File: src/rtl/uart_tx_scheduler.sv
// Round-robin scheduler that shares one UART TX line between NUM_REQ byte requesters.
// Each grant sends one 8N1-style frame timed by the 16x oversample tick.
module uart_tx_scheduler #(
    parameter int NUM_REQ    = 4,
    parameter int DATA_BITS  = 8,
    parameter int STOP_BITS  = 1,
    parameter int OVERSAMPLE = 16,
    parameter int ID_WIDTH   = $clog2(NUM_REQ)
) (
    input  logic                           clk,
    input  logic                           reset,
    input  logic                           tick,
    output logic                           baud_en,
    input  logic [NUM_REQ-1:0]             req,
    input  logic [NUM_REQ*DATA_BITS-1:0]   data,
    output logic [NUM_REQ-1:0]             ack,
    output logic [ID_WIDTH-1:0]            grant_id,
    output logic                           busy,
    output logic                           tx,
    output logic                           frame_done
);

    localparam int TW = $clog2(OVERSAMPLE);
    localparam int BW = $clog2(DATA_BITS + 1);
    localparam logic [TW-1:0] TICK_LAST = TW'(OVERSAMPLE - 1);
    localparam logic [BW-1:0] DATA_LAST = BW'(DATA_BITS - 1);
    localparam logic [BW-1:0] STOP_LAST = BW'(STOP_BITS - 1);

    typedef enum logic [1:0] {IDLE, START, DATA, STOP} state_t;

    state_t                 state_q, state_d;
    logic [ID_WIDTH-1:0]    ptr_q, ptr_d;
    logic [ID_WIDTH-1:0]    grant_id_q, grant_id_d;
    logic [NUM_REQ-1:0]     ack_q, ack_d;
    logic                   busy_q, busy_d;
    logic                   baud_en_q, baud_en_d;
    logic                   tx_q, tx_d;
    logic                   frame_done_q, frame_done_d;
    logic [DATA_BITS-1:0]   shift_q, shift_d;
    logic [TW-1:0]          tick_cnt_q, tick_cnt_d;
    logic [BW-1:0]          bit_cnt_q, bit_cnt_d;

    logic                   found;
    logic [ID_WIDTH-1:0]    sel;
    logic                   bit_end;

    // First requester at or after the pointer, wrapping.
    always_comb begin
        found = 1'b0;
        sel   = '0;
        for (int i = 0; i < NUM_REQ; i++) begin
            if (!found && req[(int'(ptr_q) + i) % NUM_REQ]) begin
                found = 1'b1;
                sel   = ID_WIDTH'((int'(ptr_q) + i) % NUM_REQ);
            end
        end
    end

    assign bit_end = busy_q && tick && (tick_cnt_q == TICK_LAST);

    always_comb begin
        state_d      = state_q;
        ptr_d        = ptr_q;
        grant_id_d   = grant_id_q;
        ack_d        = '0;
        busy_d       = busy_q;
        baud_en_d    = baud_en_q;
        tx_d         = tx_q;
        frame_done_d = 1'b0;
        shift_d      = shift_q;
        tick_cnt_d   = tick_cnt_q;
        bit_cnt_d    = bit_cnt_q;

        if (busy_q && tick)
            tick_cnt_d = bit_end ? '0 : tick_cnt_q + 1'b1;

        case (state_q)
            IDLE: begin
                if (found) begin
                    shift_d    = data[int'(sel)*DATA_BITS +: DATA_BITS];
                    ack_d      = NUM_REQ'(1) << sel;
                    grant_id_d = sel;
                    ptr_d      = ID_WIDTH'((int'(sel) + 1) % NUM_REQ);
                    busy_d     = 1'b1;
                    baud_en_d  = 1'b1;
                    tx_d       = 1'b0;
                    tick_cnt_d = '0;
                    bit_cnt_d  = '0;
                    state_d    = START;
                end
            end
            START: begin
                if (bit_end) begin
                    tx_d    = shift_q[0];
                    state_d = DATA;
                end
            end
            DATA: begin
                if (bit_end) begin
                    shift_d = shift_q >> 1;
                    if (bit_cnt_q == DATA_LAST) begin
                        bit_cnt_d = '0;
                        tx_d      = 1'b1;
                        state_d   = STOP;
                    end else begin
                        bit_cnt_d = bit_cnt_q + 1'b1;
                        tx_d      = shift_q[1];
                    end
                end
            end
            STOP: begin
                if (bit_end) begin
                    if (bit_cnt_q == STOP_LAST) begin
                        bit_cnt_d    = '0;
                        frame_done_d = 1'b1;
                        busy_d       = 1'b0;
                        baud_en_d    = 1'b0;
                        state_d      = IDLE;
                    end else begin
                        bit_cnt_d = bit_cnt_q + 1'b1;
                    end
                end
            end
            default: state_d = IDLE;
        endcase
    end

    always_ff @(posedge clk) begin
        if (reset) begin
            state_q      <= IDLE;
            ptr_q        <= '0;
            grant_id_q   <= '0;
            ack_q        <= '0;
            busy_q       <= 1'b0;
            baud_en_q    <= 1'b0;
            tx_q         <= 1'b1;
            frame_done_q <= 1'b0;
            shift_q      <= '0;
            tick_cnt_q   <= '0;
            bit_cnt_q    <= '0;
        end else begin
            state_q      <= state_d;
            ptr_q        <= ptr_d;
            grant_id_q   <= grant_id_d;
            ack_q        <= ack_d;
            busy_q       <= busy_d;
            baud_en_q    <= baud_en_d;
            tx_q         <= tx_d;
            frame_done_q <= frame_done_d;
            shift_q      <= shift_d;
            tick_cnt_q   <= tick_cnt_d;
            bit_cnt_q    <= bit_cnt_d;
        end
    end

    assign baud_en    = baud_en_q;
    assign ack        = ack_q;
    assign grant_id   = grant_id_q;
    assign busy       = busy_q;
    assign tx         = tx_q;
    assign frame_done = frame_done_q;

endmodule

File: config.mk
export PLATFORM = sky130hd
export DESIGN_NAME = uart_tx_scheduler
export DESIGN_NICKNAME = d
export VERILOG_FILES = /design/src/rtl/uart_tx_scheduler.sv
export SDC_FILE = /design/constraint.sdc
export NUM_CORES = 1
export LEC_CHECK = 0
export CAP_MARGIN = 20
export CORE_ASPECT_RATIO = 1.5
export CORE_MARGIN = 8
export CORE_UTILIZATION = 46
export CTS_BUF_LIST = sky130_fd_sc_hd__clkbuf_8
export DETAILED_ROUTE_END_ITERATION = 8
export PLACE_DENSITY = 0.77
export SLEW_MARGIN = 20
export SYNTH_ARGS = -nofsm -noshare
export SYNTH_HDL_FRONTEND = slang
export SYNTH_SLANG_ARGS = --single-unit
File: constraint.sdc
create_clock -name clk -period 5 [get_ports clk]
set_input_delay 1 -clock clk [delete_from_list [all_inputs] [get_ports clk]]
set_output_delay 1 -clock clk [all_outputs]
set_load 0.05 [all_outputs]
# After elaboration in Yosys (flattened, before gate mapping)
# Index checks and enable logic that the tools add are counted.
classes:
  mul: 0
  shifts: 2
  n_div: 0
  addsub: 6
  n_eq_ne: 11
  reduce_logical: 25
  n_bitwise: 7
  mux: 49
  order_cmp: 4
ops:
  columns: ["operator", "count"]
  rows:
  - ["two-way mux 4 bit", 9]
  - ["variable part select 32 x 6 -> 8 bit", 1]
  - ["two-way mux 2 bit", 10]
  - ["two-way mux 1 bit", 19]
  - ["two-way mux 8 bit", 2]
  - ["one-hot mux 8 bit (2 select lines)", 1]
  - ["less-than comparator 3 x 4 -> 1 bit (second input constant)", 3]
  - ["!= test 2 bit (second input constant)", 6]
  - ["one-hot mux 4 bit (3 select lines)", 1]
  - ["AND reduction 4 bit", 3]
  - ["adder 4 x 1 -> 4 bit (second input constant)", 2]
  - ["binary-select mux 1 bit (select 2 bit)", 4]
  - ["one-hot mux 2 bit (4 select lines)", 1]
  - ["AND reduction 6 bit", 1]
  - ["nonzero test 3 bit", 2]
  - ["OR reduction 2 bit", 3]
  - ["OR reduction 3 bit", 2]
  - ["logical AND 1 bit", 5]
  - ["adder 2 x 1 -> 2 bit (second input constant)", 2]
  - ["adder 2 bit (second input constant)", 2]
  - ["equality test 2 bit (second input constant)", 2]
  - ["equality test 4 x 3 -> 1 bit (second input constant)", 1]
  - ["equality test 4 bit (second input constant)", 1]
  - ["zero test 4 bit", 1]
  - ["12 further kinds", 20]
word_totals:
  rom_bits: 0
  latch_bits: 0
  ramBits: 0
  n_memories: 0
  word_cells: 114
  ff_bits: 29

# Longest topological paths before layout
logic_depth:
  depth_word: 17
  depth_mapped: 8
  mapped_depth_nobuf: 7

# Least setup slack after synthesis
# Ideal clock, no wire load.
synth_path:
  path_kind: "input -> register"
  from: "input port req[0]"
  to: "register shift_q[7]"
  required_time_ps: 4864
  setup_ps: 136
  cell_stages: 5
  path_slack_ps: 2700
  arrival_ps: 2164
  path_cell_list: "nor2b_2 > o21a_1 > or3_4 > a2111oi_4 > a311oi_2"
synth_via:
  elab_chain_cells: 15
  elab_cells_between_ends: 30
synth_rtl:
  columns: ["element", "line", "rtl"]
  rows:
  - ["from (decl)", "14", "input logic [NUM_REQ-1:0] req,"]
  - ["binary-select mux 1 bit (select 2 bit)", "52", "if (!found && req[(int'(ptr_q) + i) % NUM_REQ]) begin"]
  - ["two-way mux 1 bit (implied by the code)", "52", null]
  - ["two-way mux 1 bit", "52", null]
  - ["zero test 1 bit", "52", null]
  - ["logical AND 1 bit", "52", null]
  - ["two-way mux 1 bit", "52", null]
  - ["zero test 1 bit", "52", null]
  - ["logical AND 1 bit", "52", null]
  - ["two-way mux 1 bit", "52", null]
  - ["zero test 1 bit", "52", null]
  - ["logical AND 1 bit", "52", null]
  - ["two-way mux 2 bit", "52", null]
  - ["variable part select 32 x 6 -> 8 bit", "80", "shift_d = data[int'(sel)*DATA_BITS +: DATA_BITS];"]
  - ["two-way mux 8 bit", "79", "if (found) begin"]
  - ["one-hot mux 8 bit (2 select lines)", "77", "case (state_q)"]
  - ["to (signal assigned)", "150", "shift_q <= shift_d;"]
  - ["to (decl)", "39", "logic [DATA_BITS-1:0] shift_q, shift_d;"]
# Parallel ways exist; a longest one is shown, timed or not. The select of a mux whose other input is x is not followed.
# A chain may end at the register's enable or synchronous reset.

# Worst setup path in the final report
layout_path:
  from: "input port req[1]"
  to: "register shift_q[2]"
# The elaborated chain is that of the path after synthesis.

==> flow_metrics.tcl <==
set metrics [dict create \
    run_status "finished, final reports clean" \
    antenna_cells 0 \
    initial_core_util 0.471 \
    drive_above_1_share 0.0675 \
    synth_top_family_by_area "compound AO/OA/AOI/OAI gates" \
    antenna_found_initial 0 \
    cts_root_buf "clkbuf_8" \
    post-route-period-util 0.612 \
    fillers 355 \
    clock_path_buffers 2 \
    synth_edf_count 0 \
    cts_tree "yes" \
    worstPathArrival_ps 3210 \
    grt_setup_unrepaired "no" \
    synth_top_area_cell "dfxtp_1" \
    async_flop_share 0 \
    fin_nets 298 \
    h-tree-depth 2 \
    grt_pass1_vias 1829 \
    worst_pin_slew_ps 1030 \
    p_leak_nw 0.887 \
    antenna_left 0 \
    syn_nets 250 \
    crit_fanout 19 \
    cts_buffers 5 \
    synth-xor-area-share 0.0145 \
    synthesis.area_um2 1820 \
    slew_headroom 0.316 \
    criticalPathCategory "input port to register" \
    ir_worst_vdd_uv 278 \
    path_cells "clkdlybuf4s50_1, nand2b_1, a21oi_1, o32a_1, mux2i_1, o221ai_1" \
    worst_slack_ps 1940 \
    muxShareOfSynthArea 0.0888 \
    seq_area_frac_synth 0.320 \
    core-area_um2 3850 \
    hold_viol 0 \
    syn_to_final_growth_pct 32.0 \
    synth-main-ff-cell "dfxtp_1" \
    p_sw_frac 0.423 \
    synth_cell_types 50 \
    required_ps 5150 \
    synthSimpleGateAreaFrac 0.225 \
    grt_overflow 0 \
    ctsHoldBuffers 0 \
    cts_setup_buffers 0 \
    grt_pass1_wl_mm 7.75 \
    routed_wl_mm 4.57 \
    p_sw_w 0.000493 \
    route.vias.total 1739 \
    finalSetupTns_ps 0 \
    synth_warnings 0 \
    post_cts_resized 0 \
    p_int_w 0.000672 \
    rows 28 \
    holdCritPathClass "register to register" \
    synth_compound_area_frac 0.267 \
    drv_slew 0 \
    die_h_um 93.0 \
    synth-seq-cells 29 \
    p_comb_frac 0.543 \
    syn_inst 204 \
    period_needed_ps 3060 \
    slowest_delay_ps 860 \
    route.detailed.drc 0 \
    syn_avg_cell_area_um2 8.91 \
    die_area_um2 6260 \
    seqPwrFrac 0.293 \
    synth_top_area_share 0.320 \
    first_iter_violations 108 \
    clk_latency_ps 280 \
    first_pass_iters 4 \
    endpoint_kind "register" \
    max_freq_mhz 327 \
    critPathLaunchType "input port" \
    io_buffers 48 \
    placement.setup.worst_slack_ps 1650 \
    synth_area_leaders "dfxtp_1 32%, mux2i_1 8.3%, ha_1 4.8%" \
    powerDensity_nw_per_um2 486 \
    p_clk_frac 0.164 \
    clkSlewWorstSetupHoldPaths_ps 60 \
    wl_per_cell_um 15.4 \
    grt_max_degree 23 \
    cpMaxStageDelayCell "o32a_1" \
    synth_fa_ha_area_frac 0.0482 \
    viasPerCell 5.86 \
    place_hpwl_mm 3.54 \
    drv_cap 0 \
    cts.sinks 29 \
    design.portCount 49 \
    finClkSkew_ps 4.00 \
    setup_viol 0 \
    gp_congestion 0.799 \
    grt.total_usage 0.153 \
    die_x_um 67.3 \
]
## per-layer routing
layer | wire, um | part of all wire | track usage | vias to the layer above
met1 | 1780 | 0.39 | 0.161 | 817
met3 | 260 | 0.057 | 0.0347 | 9
met5 | 0 | 0 | 0 | -
met2 | 2420 | 0.53 | 0.267 | 60
li1 | - | - | - | 853
met4 | 109 | 0.024 | 0.0893 | 0
## layout make-up
cell class              instances  area, um^2  area share
clock buffers                   6        82.6      0.0344
inverters                       7        26.3      0.0110
repair buffers                 48         480       0.200
clock inverters                 1        3.75     0.00156
multi-input cells             161        1170       0.487
flip-flops and latches         29         581       0.242
well taps                      45        56.3      0.0235
## metrics by stage
stage	cells	util	total power [W]	area (um^2)	hold WS, ps
6_report	297	0.622	0.00117	2400	459
5_1_grt	297	0.622	0.00125	2400	505
4_1_cts	297	0.622	0.00117	2400	461
3_5_place_dp	290	0.600	0.000979	2310	453
3_3_place_gp	290	0.600	0.000965	2310	445
2_1_floorplan	204	-	0.000826	1820	453
## cells by family (layout without fill, tap and decap cells)
| logic type | Yosys count | in the layout |
|---|---|---|
| adder cells (fa/ha/maj) | 7 | 7 |
| AO/OA/AOI/OAI | 61 | 61 |
| AND/OR/NAND/NOR | 74 | 74 |
| multiplexers | 16 | 16 |
| buffers and inverters | 14 | 62 |
| flip-flops | 29 | 29 |
| XOR/XNOR | 3 | 3 |
## registers in the layout (all words and copies together), names as in the netlist
register	count
shift_q	8
bit_cnt_q	4
state_q	2
frame_done	1
ptr_q	2
baud_en	1
tx	1
ack	4
tick_cnt_q	4
grant_id	2
## worst max-delay path, delay by kind of cell
kind / cells / cell delay [ps]
simple gates: 1 / 220
buf+inv: 1 / 520
compound gates: 3 / 1190
mux: 1 / 290
## layout by cell type (no fill, tap or decap), drive strengths merged, types with 6 or more instances in the layout
cell	synthesis	final
ha	7	7
nand2	23	23
o221ai	8	8
a21o	7	7
clkbuf	3	6
nor3	6	6
o21ai	14	14
mux2i	15	15
inv	7	8
clkdlybuf4s50	0	48
a21oi	13	13
dfxtp	29	29
nor2	14	14
## Yosys cell counts (3+ instances only)
master     n
dfxtp_1   29
nand2_1   23
mux2i_1   15
nor2_1    14
a21oi_1   13
o21ai_0   12
o221ai_1   8
a21o_1     7
ha_1       7
inv_1      7
nor3_1     6
and3_1     5
nand3_1    5
nand3b_1   3
nor2b_1    3
o21a_1     3
## worst paths after layout
check | start | to | slack [ps] | cells past startpoint
max | req[1] | shift_q[2] | 1940 | 6
min | grant_id[1] | grant_id[1] | 460 | 2
max reg2reg | state_q[0] | shift_q[7] | 2830 | 7
min reg2reg | grant_id[1] | grant_id[1] | 460 | 2
## power by group through the flow
stage | clock (W) | sequential, W | combinational, W
5_1_grt | 0.000203 | 0.000350 | 0.000693
4_1_cts | 0.000195 | 0.000340 | 0.000639
3_3_place_gp | 0 | 0.000342 | 0.000623
3_5_place_dp | 0 | 0.000345 | 0.000634
6_report | 0.000191 | 0.000341 | 0.000633
2_1_floorplan | 0 | 0.000399 | 0.000428
No activity file was read; power rests on OpenSTA's default activity.
